### src/rtl/apb_controller.sv
// APB-side master FSM of the AHB-to-APB bridge.
// Each accepted AHB transfer becomes one APB setup + enable access. Hreadyout
// stalls the AHB master while the APB access runs.
// Optional build macro APB_PREADY_EN adds Pready/Pslverr wait-state and error
// handling (extra ERR state). The default build has neither.
module apb_controller #(
   parameter int ADDR_W = 32,
   parameter int DATA_W = 32
) (
   input  logic              Hclk,
   input  logic              Hreset,
   input  logic              valid,
   input  logic [ADDR_W-1:0] Haddr,
   input  logic              Hwrite,
   input  logic [DATA_W-1:0] Hwdata,
   input  logic [DATA_W-1:0] Prdata,
`ifdef APB_PREADY_EN
   input  logic              Pready,
   input  logic              Pslverr,
`endif
   output logic [2:0]        Pselx,
   output logic              Penable,
   output logic              Pwrite,
   output logic [ADDR_W-1:0] Paddr,
   output logic [DATA_W-1:0] Pwdata,
   output logic              Hreadyout,
   output logic [DATA_W-1:0] Hrdata,
   output logic [1:0]        Hresp
);

   localparam logic [2:0] IDLE    = 3'd0;
   localparam logic [2:0] RSETUP  = 3'd1;
   localparam logic [2:0] RENABLE = 3'd2;
   localparam logic [2:0] WWAIT   = 3'd3;
   localparam logic [2:0] WSETUP  = 3'd4;
   localparam logic [2:0] WENABLE = 3'd5;
`ifdef APB_PREADY_EN
   localparam logic [2:0] ERR     = 3'd6;
`endif

   logic [2:0]        state_q,   state_d;
   logic [ADDR_W-1:0] addr_q,    addr_d;
   logic [2:0]        pselx_q,   pselx_d;
   logic              penable_q, penable_d;
   logic              pwrite_q,  pwrite_d;
   logic [ADDR_W-1:0] paddr_q,   paddr_d;
   logic [DATA_W-1:0] pwdata_q,  pwdata_d;
   logic              hready_q,  hready_d;

   logic enable_st;
   logic done;
`ifdef APB_PREADY_EN
   logic slverr;
   logic err_q, err_d;
`endif

   // Peripheral decode: only the 0x8xxx_xxxx window selects a slave;
   // the fourth slot (a[27:26]=11) is unpopulated.
   function automatic logic [2:0] dec(input logic [ADDR_W-1:0] a);
      logic [2:0] sel;
      sel = 3'b000;
      if (a[31:28] == 4'h8) begin
         case (a[27:26])
            2'b00:   sel = 3'b001;
            2'b01:   sel = 3'b010;
            2'b10:   sel = 3'b100;
            default: sel = 3'b000;
         endcase
      end
      return sel;
   endfunction

   assign enable_st = (state_q == RENABLE) || (state_q == WENABLE);
`ifdef APB_PREADY_EN
   assign done   = Pready & ~Pslverr;
   assign slverr = enable_st & Pready & Pslverr;
`else
   assign done   = 1'b1;
`endif

   // Next-state and next-output logic; outputs are loaded on the edge that
   // enters the new state so they always reflect the current state.
   always_comb begin
      state_d   = state_q;
      addr_d    = addr_q;
      pselx_d   = pselx_q;
      penable_d = penable_q;
      pwrite_d  = pwrite_q;
      paddr_d   = paddr_q;
      pwdata_d  = pwdata_q;
      hready_d  = hready_q;
`ifdef APB_PREADY_EN
      err_d     = 1'b0;
`endif
      case (state_q)
         IDLE, RENABLE, WENABLE: begin
            if ((state_q == IDLE) || done) begin
               if (valid) begin
                  addr_d    = Haddr;
                  penable_d = 1'b0;
                  hready_d  = 1'b0;
                  if (Hwrite) begin
                     state_d = WWAIT;
                     pselx_d = 3'b000;
                  end else begin
                     state_d  = RSETUP;
                     paddr_d  = Haddr;
                     pwrite_d = 1'b0;
                     pselx_d  = dec(Haddr);
                  end
               end else begin
                  state_d   = IDLE;
                  pselx_d   = 3'b000;
                  penable_d = 1'b0;
                  hready_d  = 1'b1;
               end
            end
`ifdef APB_PREADY_EN
            else if (slverr) begin
               state_d   = ERR;
               pselx_d   = 3'b000;
               penable_d = 1'b0;
               hready_d  = 1'b1;
               err_d     = 1'b1;
            end
`endif
         end
         RSETUP: begin
            state_d   = RENABLE;
            penable_d = 1'b1;
            hready_d  = 1'b1;
         end
         WWAIT: begin
            state_d   = WSETUP;
            paddr_d   = addr_q;
            pwdata_d  = Hwdata;
            pwrite_d  = 1'b1;
            pselx_d   = dec(addr_q);
            penable_d = 1'b0;
            hready_d  = 1'b0;
         end
         WSETUP: begin
            state_d   = WENABLE;
            penable_d = 1'b1;
            hready_d  = 1'b1;
         end
         default: begin
            state_d   = IDLE;
            pselx_d   = 3'b000;
            penable_d = 1'b0;
            hready_d  = 1'b1;
         end
      endcase
   end

   // State and registered APB/AHB outputs.
   always_ff @(posedge Hclk) begin
      if (Hreset) begin
         state_q   <= IDLE;
         addr_q    <= '0;
         pselx_q   <= 3'b000;
         penable_q <= 1'b0;
         pwrite_q  <= 1'b0;
         paddr_q   <= '0;
         pwdata_q  <= '0;
         hready_q  <= 1'b1;
`ifdef APB_PREADY_EN
         err_q     <= 1'b0;
`endif
      end else begin
         state_q   <= state_d;
         addr_q    <= addr_d;
         pselx_q   <= pselx_d;
         penable_q <= penable_d;
         pwrite_q  <= pwrite_d;
         paddr_q   <= paddr_d;
         pwdata_q  <= pwdata_d;
         hready_q  <= hready_d;
`ifdef APB_PREADY_EN
         err_q     <= err_d;
`endif
      end
   end

   assign Pselx   = pselx_q;
   assign Penable = penable_q;
   assign Pwrite  = pwrite_q;
   assign Paddr   = paddr_q;
   assign Pwdata  = pwdata_q;
   assign Hrdata  = Prdata;
`ifdef APB_PREADY_EN
   // In the enable states ready follows the slave; an error response holds it
   // low for the first of its two cycles.
   assign Hreadyout = enable_st ? (Pready & ~Pslverr) : hready_q;
   assign Hresp     = (err_q || slverr) ? 2'b01 : 2'b00;
`else
   assign Hreadyout = hready_q;
   assign Hresp     = 2'b00;
`endif

endmodule

### config.mk
export PLATFORM = sky130hd
export DESIGN_NAME = apb_controller
export DESIGN_NICKNAME = d
export VERILOG_FILES = /design/src/rtl/apb_controller.sv
export SDC_FILE = /design/constraint.sdc
export NUM_CORES = 1
export LEC_CHECK = 0
export CAP_MARGIN = 40
export CORE_MARGIN = 2
export CORE_UTILIZATION = 38
export DETAILED_ROUTE_END_ITERATION = 10
export PLACE_DENSITY = 0.79
export SLEW_MARGIN = 20
export SYNTH_ARGS = -nofsm -noshare
export SYNTH_HDL_FRONTEND = slang
export SYNTH_SLANG_ARGS = --single-unit
### constraint.sdc
create_clock -name Hclk -period 1.5 [get_ports Hclk]
set_input_delay 0.3 -clock Hclk [delete_from_list [all_inputs] [get_ports Hclk]]
set_output_delay 0.3 -clock Hclk [all_outputs]
set_load 0.005 [all_outputs]
# Yosys cells after proc, flatten, opt, wreduce, memory -nomap -nowiden
# Cells that the tools add are included.
# Widths: inputs -> output; s select.
totals:
  wordCells: 48
  output_inout_bits: 104
  reg_bits: 105
classes:
  eq_ne: 13
  n_reduce_logical: 8
  n_mux: 19
op_table:
  columns: ["operator", "count"]
  rows:
  - ["$mux 32", 2]
  - ["$pmux 32 s2", 1]
  - ["$pmux 3 s3", 3]
  - ["$mux 3", 5]
  - ["$pmux 3 s4", 1]
  - ["$eq 4x4->1 const B", 2]
  - ["$eq 3x2->1 const B", 2]
  - ["$eq 3x3->1 const B", 2]
  - ["$eq 2x1->1 const B", 2]
  - ["$eq 2x2->1 const B", 2]
  - ["$logic_not 2->1", 2]
  - ["$mux 1", 4]
  - ["$ne 2x2->1 const B", 2]
  - ["$pmux 1 s2", 2]
  - ["$eq 3x1->1 const B", 1]
  - ["$logic_not 3->1", 1]
  - ["$reduce_and 3->1", 1]
  - ["$reduce_or 3->1", 1]
  - ["$mux 2", 1]
  - ["$reduce_and 2->1", 1]
  - ["$reduce_bool 2->1", 1]
  - ["$reduce_or 2->1", 1]

# Depth between registers and ports, before layout
logic_depth:
  depth_word: 6
  ltp_mapped: 7

# Worst setup path after synthesis
# Ideal clock, no wire load.
synth_timing:
  kind: "reg2reg"
  startpoint: "register state_q[0]"
  endpoint: "register paddr_q[10] (netlist: Paddr[10])"
  path_buffers: 3
  path_stages_with_launch: 8
  required_ps: 1411
  arrival_time_ps: 1545
  path_slack_ps: -133
  synth_period_minus_slack_ps: 1633
  path_cell_list: "dfxtp_1 -> buf_6 -> or4b_4 -> o311ai_4 -> buf_6 -> buf_6 -> nor2_1 -> a311oi_2"
synth_between:
  elab_chain_len: 4
  elab_cells_between_ends: 10
  classes_between: "eq/ne (5); mux (1); reduce/logical (4)"
synth_lines:
  columns: ["item", "line_no", "rtl"]
  rows:
  - ["start, declared", "41", "logic [2:0] state_q, state_d;"]
  - ["start signal, assigned", "171", "state_q <= state_d;"]
  - ["$eq 3x2->1 (tied with other cells)", "95", "case (state_q)"]
  - ["$reduce_or 3->1", "95", null]
  - ["$ne 2x2->1 (no source line) / $reduce_bool 2->1 (equally long branches)", null, null]
  - ["$reduce_and 3->1 (no source line)", null, null]
  - ["end signal, assigned", "176", "paddr_q <= paddr_d;"]
  - ["end, declared", "46", "logic [ADDR_W-1:0] paddr_q, paddr_d;"]
# Parallel ways exist; a longest one is shown, timed or not.
# A chain may end at the register's enable or synchronous reset.

# Worst setup path after layout
layout_timing:
  startpoint: "register state_q[2]"
  endpoint: "register paddr_q[13] (netlist: Paddr[13])"
# Same word-level chain as after synthesis.

==> results.tsv <==
stage	metric	value	unit
run_status	status	finished, violations left	
run_status	violations	negative setup slack	
floorplanning	io_pins	204	
setup_path	worstPathMaxFanout	5	
flow_run	maxCapViolations	0	
finish	drive_gt1_frac	0.239	
timing	setup_ws	-0.247	ns
global_route	grt_pass1_vias	4060	
timing	final_hold_viol_count	0	
logic_synthesis	async_flop_share	0	
timing	skew	0.00609	ns
global_route	grt_pass1_wl	19.6	mm
power_and_ir_drop	pwr_density_cell	984	mW/mm^2
global_route	grtUsageTotal	0.191	
clocking	root_buffer	clkbuf_16	
timing	tns	-7.05	ns
floorplanning	core	0.0114	mm^2
clocking	hold_buffers	0	
drt	drc	0	
timing	rsz0062_at_grt	yes	
timing	post-route-period-util	1.16	
setup_path	path_class	flop to flop	
setup_path	crit_path_start_kind	flop	
worst_hold_path	min_path_type	input port to flop	
drt	antenna_left	0	
placement	portBuffers	137	
drt	vias	4228	
worst_hold_path	min_path_cells	2	
placement	dp_hpwl	8.19	mm
power_and_ir_drop	p_leak	3.29	nW
finish	fillerInstances	946	
global_route	gr-total-overflow	0	
logic_synthesis	synth_seq_cells	105	
setup_path	cp.arrival	2.01	ns
finish	postLayoutCellArea	0.00690	mm^2
logic_synthesis	synth.avg_cell_area	8.05	um^2
placement	place_area	0.00588	mm^2
timing	period_needed	1.75	ns
logic_synthesis	synth_top_area_frac	0.472	
finish	nNetsFinal	782	
clocking	cts_sinks	105	
logic_synthesis	ys.warnings.count	0	
logic_synthesis	synth_edf_count	0	
drt	vias_per_cell	5.09	
timing	finalSetupViolCount	59	
placement	routabilityCongestion	0.819	
clocking	tritoncts	done	
floorplanning	die_x	112	um
finish	diodes	0	
placement	place_ws	-0.681	ns
drt	drtPass1Iterations	4	
logic_synthesis	yosysTopAreaCell	dfxtp_1	
drt	totalWireLength	13.0	mm
logic_synthesis	synth.cells.most_frequent	197 x nand2_1, 105 x dfxtp_1, 68 x a21oi_1	
setup_path	worst_setup_path_end_kind	flop	
clocking	path_clk_slew	0.07	ns
global_route	antenna_found_initial	0	
logic_synthesis	synth_cell_types	34	
clocking	h-tree-depth	3	
logic_synthesis	synthMostInstantiatedCell	nand2_1	
floorplanning	num_rows	39	
timing	holdWs	0.203	ns
clocking	clk_path_buf_depth	2	
floorplanning	die_h	112	um
finish	area_growth_syn_to_layout	54.9	%
logic_synthesis	synth_ff_type	dfxtp_1	
setup_path	r2r_cells	7	
logic_synthesis	postSynthCellCount	553	
logic_synthesis	syn_area	0.00445	mm^2
setup_path	required	1.76	ns
clocking	clk-insertion-delay-late	0.34	ns
drt	post_drt_wl_per_cell	15.7	um
power_and_ir_drop	worst_ir_drop_vdd	0.526	mV
drt	drt_iter0_drc	219	
logic_synthesis	synth_area_leaders	dfxtp_1 47%, nand2_1 17%, a21oi_1 7.6%, a311oi_2 6.7%, buf_4 6.1%	
timing	slew_viol_final	0	
floorplanning	design.die.area	0.0126	mm^2
logic_synthesis	yosysSeqAreaShare	0.472	
global_route	grt_max_degree	64	
clocking	cts_buffers	9	
floorplanning	start_util	0.390	
timing	fmax	0.572	GHz
==> kinds of logic after synthesis <==
kind of cell | Yosys count | share of synthesized area
xor+xnor | 1 | 0.00197
simple gates | 257 | 0.232
mux | 1 | 0.00253
flops | 105 | 0.472
compound gates | 110 | 0.187
other cells | 1 | 0.000842
buf+inv | 78 | 0.104
==> routing by layer <==
layer	GRT usage	part of all wire	routed length [um]
met5	0	0	0
met4	0.0732	0.031	402
met3	0.0545	0.060	778
met2	0.337	0.51	6670
met1	0.218	0.40	5200
==> worst paths after layout <==
kind | start | endpoint | slack [ns]
worst max-delay path | state_q[2]$_SDFF_PP0_ | Paddr[13]$_SDFFE_PP0P_ | -0.25
worst max register to register | state_q[2]$_SDFF_PP0_ | Paddr[13]$_SDFFE_PP0P_ | -0.25
worst min-delay path | Hreset | state_q[2]$_SDFF_PP0_ | 0.20
worst min register to register | Pwdata[30]$_SDFFE_PP0P_ | Pwdata[30]$_SDFFE_PP0P_ | 0.45
==> through the flow <==
| step | total power [mW] | std cells | util |
|---|---|---|---|
| global route | 7.07 | 830 | 0.604 |
| global placement | 4.12 | 787 | 0.515 |
| detailed placement | 4.16 | 787 | 0.515 |
| floorplan | 3.65 | 554 | - |
| CTS | 6.74 | 825 | 0.572 |
| finish | 6.79 | 830 | 0.604 |
==> critical path, stage by stage (launching register included) <==
cell,delay [ns]
dfxtp_2,0.33
or4b_4,0.56
o311ai_4,0.08
buf_6,0.18
buf_6,0.13
clkbuf_16,0.13
nor2_1,0.05
a311oi_2,0.19
==> area by class of cell <==
class	count	area, um^2	area share
multi-input cells	371	2140	0.310
flip-flops and latches	105	2130	0.309
repair buffers	192	2120	0.308
clock buffers	10	239	0.0346
well taps	143	179	0.0259
clock inverters	6	72.6	0.0105
inverters	3	11.3	0.00163
==> cell usage in the layout (no fill, tap or decap), types with 3 or more instances in the layout <==
cell type,n
dlymetal6s2s_1,39
a21oi_1,56
inv_6,3
a311oi_1,11
dfxtp_2,24
dfxtp_1,81
nand2_1,179
clkbuf_16,12
nand2b_1,3
nand3b_1,3
buf_4,24
buf_8,3
inv_1,3
nor2b_1,3
a311oi_2,21
a21oi_2,12
dlygate4sd2_1,24
nor2_2,7
clkdlybuf4s50_1,73
buf_6,16
nand2_4,13
nand2_2,5
nor2_1,32
buf_12,8
==> state kept, by name (all words and copies together) (netlist names) <==
register,flops
Hreadyout,1
Pwdata,32
Pwrite,1
Penable,1
Paddr,32
state_q,3
addr_q,32
Pselx,3
==> where the power goes <==
| part | internal (mW) | leakage (nW) | total [mW] | switching [mW] |
|---|---|---|---|---|
| registers | 2.96 | 0.868 | 3.05 | 0.0914 |
| logic | 0.711 | 2.27 | 1.30 | 0.587 |
| clock network | 1.36 | 0.150 | 2.45 | 1.08 |
| total | 5.03 | 3.29 | 6.79 | 1.76 |
==> what timing repair did <==
item                                    CTS  global route
pin swaps                                17            37
endpoints found under the setup margin  103           146
cloned                                    3             4
hold endpoints to repair                  0             0
buffers inserted                         20             4
resized for setup                        71           103
Power figures use the tool's default switching activity.
